## src/rtl/mcd_io_ctl_if.sv

```systemverilog
// ============================================================================
// Module  : mcd_io_ctl_if
// Brief   : PI-bus side of the Mega-CD control/IO block (decode, write, readback)
// Revision: 1.0  initial release
// ============================================================================
`default_nettype none

interface mcd_io_ctl_if;
  logic        ce_mcd;
  logic [15:0] addr;
  logic [7:0]  dato;
  logic        we_sync;
  logic [7:0]  dati;
  logic        ce_cdc;
  logic        ce_cdd;

  modport master (
    output ce_mcd, addr, dato, we_sync,
    input  dati, ce_cdc, ce_cdd
  );

  modport slave (
    input  ce_mcd, addr, dato, we_sync,
    output dati, ce_cdc, ce_cdd
  );
endinterface

`default_nettype wire

```

## src/rtl/mcd_io_ctl.sv

```systemverilog
// ============================================================================
// Module  : mcd_io_ctl
// Brief   : Mega-CD control/IO registers, command pulses and CD-IRQ phase timer.
//           Optional readback path built when MCD_IO_RDBACK_EN is defined.
// Revision: 1.0  initial release
// ============================================================================
`default_nettype none

module mcd_io_ctl #(
  parameter int CFG_BYTES = 8,
  parameter int CMD_BITS  = 4,
  parameter int PULSE_LEN = 1,
  parameter int PHA_W     = 12,
  parameter int PHA_DEF   = 350,
  parameter int CDC_LEN   = 2352,
  parameter int CDD_LEN   = 5
) (
  input  wire logic                      clk,
  input  wire logic                      rst,
  mcd_io_ctl_if.slave                    bus,
  input  wire logic                      sec_sync,
  input  wire logic                      pha_tick,
  output logic [CMD_BITS-1:0]            cmd_pulse,
  output logic                           irq_out,
  output logic [CFG_BYTES-1:0][7:0]      cfg_dsp,
  output logic [PHA_W-1:0]               cfg_pha,
  output logic                           pha_busy
);

  localparam logic [15:0]      c_cdc_len = 16'(CDC_LEN);
  localparam logic [15:0]      c_cdd_len = 16'(CDD_LEN);
  localparam logic [3:0]       c_pulse   = 4'(PULSE_LEN);
  localparam logic [PHA_W-1:0] c_pha_def = PHA_W'(PHA_DEF);

  localparam logic [0:0] IDLE = 1'b0;
  localparam logic [0:0] RUN  = 1'b1;

  // ---------------- address decode ----------------
  logic w_cfg_sel;
  logic w_cfg_wr;
  logic w_cmd_wr;

  assign bus.ce_cdc = bus.ce_mcd && !bus.addr[15] && ({1'b0, bus.addr[14:0]} < c_cdc_len);
  assign bus.ce_cdd = bus.ce_mcd &&  bus.addr[15] && ({1'b0, bus.addr[14:0]} < c_cdd_len);

  assign w_cfg_sel = bus.ce_mcd && (bus.addr[15:8] == 8'hFF);
  assign w_cfg_wr  = bus.we_sync && w_cfg_sel;
  assign w_cmd_wr  = bus.we_sync && bus.ce_mcd && (bus.addr == 16'h8010);

  // ---------------- DSP config bytes ----------------
  logic [CFG_BYTES-1:0][7:0] r_dsp;

  for (genvar b = 0; b < CFG_BYTES; b++) begin : g_dsp
    always_ff @(posedge clk or posedge rst) begin
      if (rst) begin
        r_dsp[b] <= 8'h00;
      end else if (w_cfg_wr && (bus.addr[7:0] == 8'(b))) begin
        r_dsp[b] <= bus.dato;
      end
    end
  end

  assign cfg_dsp = r_dsp;

  // ---------------- phase register (high byte staged, low byte commits) ----------------
  logic [PHA_W-9:0] r_shadow;
  logic [PHA_W-1:0] r_pha;
  logic [PHA_W-1:0] w_pha_new;

  assign w_pha_new = {r_shadow, bus.dato};

  always_ff @(posedge clk or posedge rst) begin
    if (rst) begin
      r_shadow <= c_pha_def[PHA_W-1:8];
      r_pha    <= c_pha_def;
    end else if (w_cfg_wr) begin
      if (bus.addr[7:0] == 8'h80) begin
        r_shadow <= bus.dato[PHA_W-9:0];
      end else if (bus.addr[7:0] == 8'h81) begin
        r_pha <= (w_pha_new == '0) ? c_pha_def : w_pha_new;
      end
    end
  end

  assign cfg_pha = r_pha;

  // ---------------- stretched command pulses ----------------
  for (genvar i = 0; i < CMD_BITS; i++) begin : g_pulse
    logic [3:0] r_cnt;

    always_ff @(posedge clk or posedge rst) begin
      if (rst) begin
        r_cnt <= 4'd0;
      end else if (w_cmd_wr && bus.dato[i]) begin
        r_cnt <= c_pulse;
      end else if (r_cnt != 4'd0) begin
        r_cnt <= r_cnt - 4'd1;
      end
    end

    assign cmd_pulse[i] = (r_cnt != 4'd0);
  end

  // ---------------- phase timer ----------------
  logic [0:0]       r_state;
  logic [PHA_W-1:0] r_pcnt;
  logic             r_fire;

  // A sector sync always (re)loads, so a coincident tick is simply dropped.
  always_ff @(posedge clk or posedge rst) begin
    if (rst) begin
      r_state <= IDLE;
      r_pcnt  <= '0;
      r_fire  <= 1'b0;
    end else begin
      r_fire <= 1'b0;
      if (sec_sync) begin
        r_state <= RUN;
        r_pcnt  <= r_pha;
      end else if ((r_state == RUN) && pha_tick) begin
        if (r_pcnt == PHA_W'(1)) begin
          r_fire  <= 1'b1;
          r_state <= IDLE;
          r_pcnt  <= '0;
        end else begin
          r_pcnt <= r_pcnt - PHA_W'(1);
        end
      end
    end
  end

  assign pha_busy = (r_state == RUN);
  assign irq_out  = cmd_pulse[0] | r_fire;

  // ---------------- readback ----------------
`ifdef MCD_IO_RDBACK_EN
  logic [7:0] w_rd;
  logic [7:0] r_dati;

  always_comb begin
    w_rd = 8'h00;
    if (w_cfg_sel) begin
      for (int b = 0; b < CFG_BYTES; b++) begin
        if (bus.addr[7:0] == 8'(b)) w_rd = r_dsp[b];
      end
      case (bus.addr[7:0])
        8'h80:   w_rd = 8'(r_pha >> 8);
        8'h81:   w_rd = r_pha[7:0];
        8'h82:   w_rd = {pha_busy, r_fire, 6'(cmd_pulse)};
        default: ;
      endcase
    end
  end

  always_ff @(posedge clk or posedge rst) begin
    if (rst) r_dati <= 8'h00;
    else     r_dati <= w_rd;
  end

  assign bus.dati = r_dati;
`else
  assign bus.dati = 8'h00;
`endif

endmodule

`default_nettype wire
```

## src/flat_wrapper.sv

```systemverilog
// flat-port wrapper written by rule: the top's interface ports become plain ports
module mcd_io_ctl_flat 
#(
  parameter int CFG_BYTES = 8,
  parameter int CMD_BITS  = 4,
  parameter int PULSE_LEN = 1,
  parameter int PHA_W     = 12,
  parameter int PHA_DEF   = 350,
  parameter int CDC_LEN   = 2352,
  parameter int CDD_LEN   = 5
)
  (clk, rst, sec_sync, pha_tick, cmd_pulse, irq_out, cfg_dsp, cfg_pha, pha_busy, bus_ce_mcd, bus_addr, bus_dato, bus_we_sync, bus_dati, bus_ce_cdc, bus_ce_cdd);
  mcd_io_ctl_if bus_i ();
  input  wire logic clk;
  input  wire logic rst;
  input  wire logic sec_sync;
  input  wire logic pha_tick;
  output logic [CMD_BITS-1:0] cmd_pulse;
  output logic irq_out;
  output logic [CFG_BYTES-1:0][7:0] cfg_dsp;
  output logic [PHA_W-1:0] cfg_pha;
  output logic pha_busy;
  input wire logic [$bits(bus_i.ce_mcd)-1:0] bus_ce_mcd;
  input wire logic [$bits(bus_i.addr)-1:0] bus_addr;
  input wire logic [$bits(bus_i.dato)-1:0] bus_dato;
  input wire logic [$bits(bus_i.we_sync)-1:0] bus_we_sync;
  output wire logic [$bits(bus_i.dati)-1:0] bus_dati;
  output wire logic [$bits(bus_i.ce_cdc)-1:0] bus_ce_cdc;
  output wire logic [$bits(bus_i.ce_cdd)-1:0] bus_ce_cdd;
  assign bus_i.ce_mcd = bus_ce_mcd;
  assign bus_i.addr = bus_addr;
  assign bus_i.dato = bus_dato;
  assign bus_i.we_sync = bus_we_sync;
  assign bus_dati = bus_i.dati;
  assign bus_ce_cdc = bus_i.ce_cdc;
  assign bus_ce_cdd = bus_i.ce_cdd;
  mcd_io_ctl #(.CFG_BYTES(CFG_BYTES), .CMD_BITS(CMD_BITS), .PULSE_LEN(PULSE_LEN), .PHA_W(PHA_W), .PHA_DEF(PHA_DEF), .CDC_LEN(CDC_LEN), .CDD_LEN(CDD_LEN)) u_core (.clk(clk), .rst(rst), .bus(bus_i), .sec_sync(sec_sync), .pha_tick(pha_tick), .cmd_pulse(cmd_pulse), .irq_out(irq_out), .cfg_dsp(cfg_dsp), .cfg_pha(cfg_pha), .pha_busy(pha_busy));
endmodule
```

## config.mk

```make
export PLATFORM = sky130hd
export DESIGN_NAME = mcd_io_ctl_flat
export DESIGN_NICKNAME = d
export VERILOG_FILES = /design/src/rtl/mcd_io_ctl_if.sv /design/src/rtl/mcd_io_ctl.sv /design/src/flat_wrapper.sv
export SDC_FILE = /design/constraint.sdc
export NUM_CORES = 1
export LEC_CHECK = 0
export BUFFER_PORTS_ARGS = -buffer_cell sky130_fd_sc_hd__buf_2
export CAP_MARGIN = 10
export CORE_MARGIN = 3
export CORE_UTILIZATION = 40
export DETAILED_ROUTE_END_ITERATION = 8
export GPL_TIMING_DRIVEN = 0
export HOLD_SLACK_MARGIN = 0.02
export PLACE_DENSITY_LB_ADDON = 0.12
export SETUP_SLACK_MARGIN = 0.5
export SLEW_MARGIN = 15
export SYNTH_ARGS = -nofsm -noshare
export SYNTH_HDL_FRONTEND = slang
export SYNTH_SLANG_ARGS = --single-unit
```

## constraint.sdc

```tcl
create_clock -name clk -period 4.25 [get_ports clk]
set_clock_uncertainty 0.2 [all_clocks]
set_input_delay 0.85 -clock clk [delete_from_list [all_inputs] [get_ports clk]]
set_output_delay 0.85 -clock clk [all_outputs]
set_load 0.02 [all_outputs]
```

==> metrics.yaml <==
timing.final.hold_violations: 0
chipHeight_microns: 118.8
worst-setup-path-type: "input pin to output pin"
drc_errors: 0
cts_max_path_buffers: 2
cts_post_setup_buffers_inserted: 0
vias: 3619
grt_max_degree: 37
critPathRequiredTime_ns: 3.20
grt-ovfl-total: 0
track_usage_pct: 17.65
clock.fmax_ghz: 0.3026
worst_slew_margin_rel_pct: 56.59
numClockSinks: 110
critical_path_arrival_ns: 2.25
antenna_violating_nets_post_route: 0
port_buffers: 106
drtPass1Iterations: 4
hold_class: "input pin to async pin"
detail_route.iter0.violations: 151
cts.hold.buffers_added: 0
ys.warnings.count: 0
cell_area_after_synthesis_sq_um: 5091
synth-edff-count: 0
timing.critical_path.mode_cell: "sky130_fd_sc_hd__buf_2"
post_drt_via_cell_ratio: 4.985
timing_worst_slew_pin_value_ns: 0.6511
p_leak_nw: 3.306
crit_end_element: "output pin"
routed_wirelength_microns: 12000
synth_cell_type_count: 53
cap_viol_max_count: 0
critical-path-slowest-cell: "sky130_fd_sc_hd__a211o_1"
multi_input_area_sq_um: 2123
synth.avg_cell_area_sq_um: 11.95
setup-violations-final: 0
clock_tree.htree_level_count: 3
unrepaired_setup_endpoints_after_global_routing: "false"
worst_skew_pair.late_latency_ns: 0.35
i_o_pins: 122
setup_total_negative_slack_ns: 0
cts_tree: "yes"
power.density_nw_per_um2: 393.9
grt_antenna_before_repair: 0
clock_transition_time_at_the_flip_flop_clock_pins_of_the_worst_setup_and_hold_paths_ns: 0.07
timing.critical_path.fanout_max: 6
via_count_of_the_first_global_routing_pass: 3719
irDropWorstVdd_mv: 0.2246
core-area_sq_um: 12210
synthTopCellsByArea: "sky130_fd_sc_hd__dfrtp_1, sky130_fd_sc_hd__mux2_2, sky130_fd_sc_hd__dfstp_2"
synthFlopType: "sky130_fd_sc_hd__dfrtp_1"
layout-drive-gt1-share_pct: 41.04
period_needed_ns: 3.304
cts_resized: 0
clock_tree.root_cell: "sky130_fd_sc_hd__clkbuf_16"
cpPeakStageDelay_ns: 0.29
antenna-diode-count: 0
yosys.area.top_type_share_pct: 50.63
placement_rows: 40
critical_path.startpoint_type: "input pin"
cts_inserted_buffers: 9
dp.final_hpwl_microns: 8826
post_synth_inst_count: 426
die_area_sq_um: 14120
place.gp.congestion: 0.8562
synthArstFlopShare_pct: 100.0
grt_pass1_wl_microns: 19690
area.sequential_sq_um: 2761
slew_violations: 0
portion_of_the_post_synthesis_area_used_by_sequential_elements_pct: 54.24
layout.filler_cells: 1158
fin_nets: 593
post-synth-top-area-cell: "sky130_fd_sc_hd__dfrtp_1"
hold_ws_ns: 0.2696
synthToLayoutAreaGrowth_pct: 21.60
share_of_the_cycle_needed_by_the_critical_path_after_routing_pct: 77.75
result_of_the_run: "completed"
wire_per_inst_microns: 16.53
ys_ff_latch: 110
die_width_microns: 118.8
crit_chain: "buf_2 -> or2_1 -> clkbuf_1 -> a21o_1 -> a211o_1 -> a211oi_1 -> buf_2"
initial_core_util_pct: 41.69
## power breakdown
part	total, mW	internal (mW)	switching (mW)	leakage, nW
clock	0.784	0.404	0.380	0.129
combinational	0.457	0.195	0.262	1.73
sequential	1.20	1.13	0.0627	1.44
total	2.44	1.73	0.704	3.31
## critical path: cells and delay by family
kind | cells | cell delay, ns
compound gates | 3 | 0.70
buf+inv | 3 | 0.49
simple gates | 1 | 0.21
## metrics by stage
stage	cell area, sq um	setup WS (ns)	utilization [%]	std cells	power, mW
2_1_floorplan	5121	0.9817	-	433	1.555
5_1_grt	6191	0.8153	50.70	726	2.594
4_1_cts	6191	0.9465	50.70	726	2.475
3_3_place_gp	5862	0.9579	48.00	707	1.651
3_5_place_dp	5922	0.9578	48.49	710	1.684
6_report	6191	0.9456	50.70	726	2.439
## cells by family after synthesis
group	Yosys count	synth area share [%]
buffers and inverters	51	4.571
muxes	82	17.94
adders and majority gates	10	2.458
xor gates and xnor gates	11	1.893
and+or+nand+nor	124	14.16
DFF	110	54.24
AOI/OAI and AO/OA	37	4.669
other	1	0.07366
## layout make-up
type,count,share of cell area [%]
Clock buffer,12,3.820
Tap cell,168,3.395
Clock inverter,4,0.5255
Timing Repair Buffer,109,9.539
Sequential cell,110,44.60
Buffer,29,2.425
Inverter,22,1.395
Multi-Input combinational cell,272,34.30
## registers in the layout, indices dropped and copies added (netlist names)
signal,cells
u_core.r_fire,1
u_core.r_pcnt,12
u_core.cfg_pha,12
u_core.pha_busy,1
u_core.cfg_dsp,64
u_core.g_pulse.r_cnt,16
u_core.r_shadow,4
## path summary, 6_finish.rpt
check | depth (start not counted) | to | startpoint | slack [ns]
max in group asynchronous | 3 | u_core.cfg_pha[8]$_DFFE_PP1P_ | rst | 3.03
setup reg to reg | 5 | u_core.r_pcnt[6]$_DFFE_PP0P_ | u_core.r_pcnt[8]$_DFFE_PP0P_ | 2.05
hold reg to reg | 2 | u_core.cfg_pha[3]$_DFFE_PP1P_ | u_core.cfg_pha[3]$_DFFE_PP1P_ | 0.28
hold / removal | 2 | u_core.cfg_dsp[52]$_DFFE_PP0P_ | rst | 0.27
setup / recovery | 7 | bus_ce_cdc | bus_addr[6] | 0.95
min in group clk | 2 | u_core.cfg_pha[3]$_DFFE_PP1P_ | u_core.cfg_pha[3]$_DFFE_PP1P_ | 0.28
## cell usage in the layout, fill, tap and decap left out, drive strengths merged, types with 6 or more instances in the layout
master and instances:
mux2 74, a21oi 9, xnor2 8, buf 122
conb 8, clkbuf 28, nor2 31, o21ai 9
or3 8, nand2 19, nor4 14, dfrtp 103
nand2b 6, inv 23, dfstp 7, ha 10
mux2i 8, a211oi 7, nor3 12
## layer usage
metal  vias up  part of all wire, %  track usage (%)
met5         -                    0                0
met4         0                  1.0            4.200
met3        12                  7.7            6.363
met2       107                   49            29.56
met1      1767                   42            21.85
li1       1733                    -                -
## synth_stat cells (2+ instances only)
master / number
sky130_fd_sc_hd__nor3_1: 12
sky130_fd_sc_hd__a211oi_1: 7
sky130_fd_sc_hd__nor4_1: 12
sky130_fd_sc_hd__clkbuf_1: 16
sky130_fd_sc_hd__buf_4: 8
sky130_fd_sc_hd__or3_1: 8
sky130_fd_sc_hd__mux2_2: 74
sky130_fd_sc_hd__and3_1: 5
sky130_fd_sc_hd__xnor2_1: 8
sky130_fd_sc_hd__or4_1: 2
sky130_fd_sc_hd__nand4_2: 2
sky130_fd_sc_hd__nor2_1: 31
sky130_fd_sc_hd__a21oi_1: 9
sky130_fd_sc_hd__mux2i_1: 8
sky130_fd_sc_hd__dfstp_2: 7
sky130_fd_sc_hd__nand2_1: 19
sky130_fd_sc_hd__nand4b_2: 2
sky130_fd_sc_hd__inv_1: 22
sky130_fd_sc_hd__xor2_1: 3
sky130_fd_sc_hd__a22oi_1: 2
sky130_fd_sc_hd__nand2b_1: 6
sky130_fd_sc_hd__or2_2: 3
sky130_fd_sc_hd__o21ai_0: 9
sky130_fd_sc_hd__a2bb2oi_1: 2
sky130_fd_sc_hd__nor2b_1: 3
sky130_fd_sc_hd__a31oi_1: 2
sky130_fd_sc_hd__nand3_1: 4
sky130_fd_sc_hd__ha_1: 10
sky130_fd_sc_hd__dfrtp_1: 103
sky130_fd_sc_hd__nor4b_1: 2
sky130_fd_sc_hd__buf_2: 3
No activity file was read; power rests on OpenSTA's default activity.
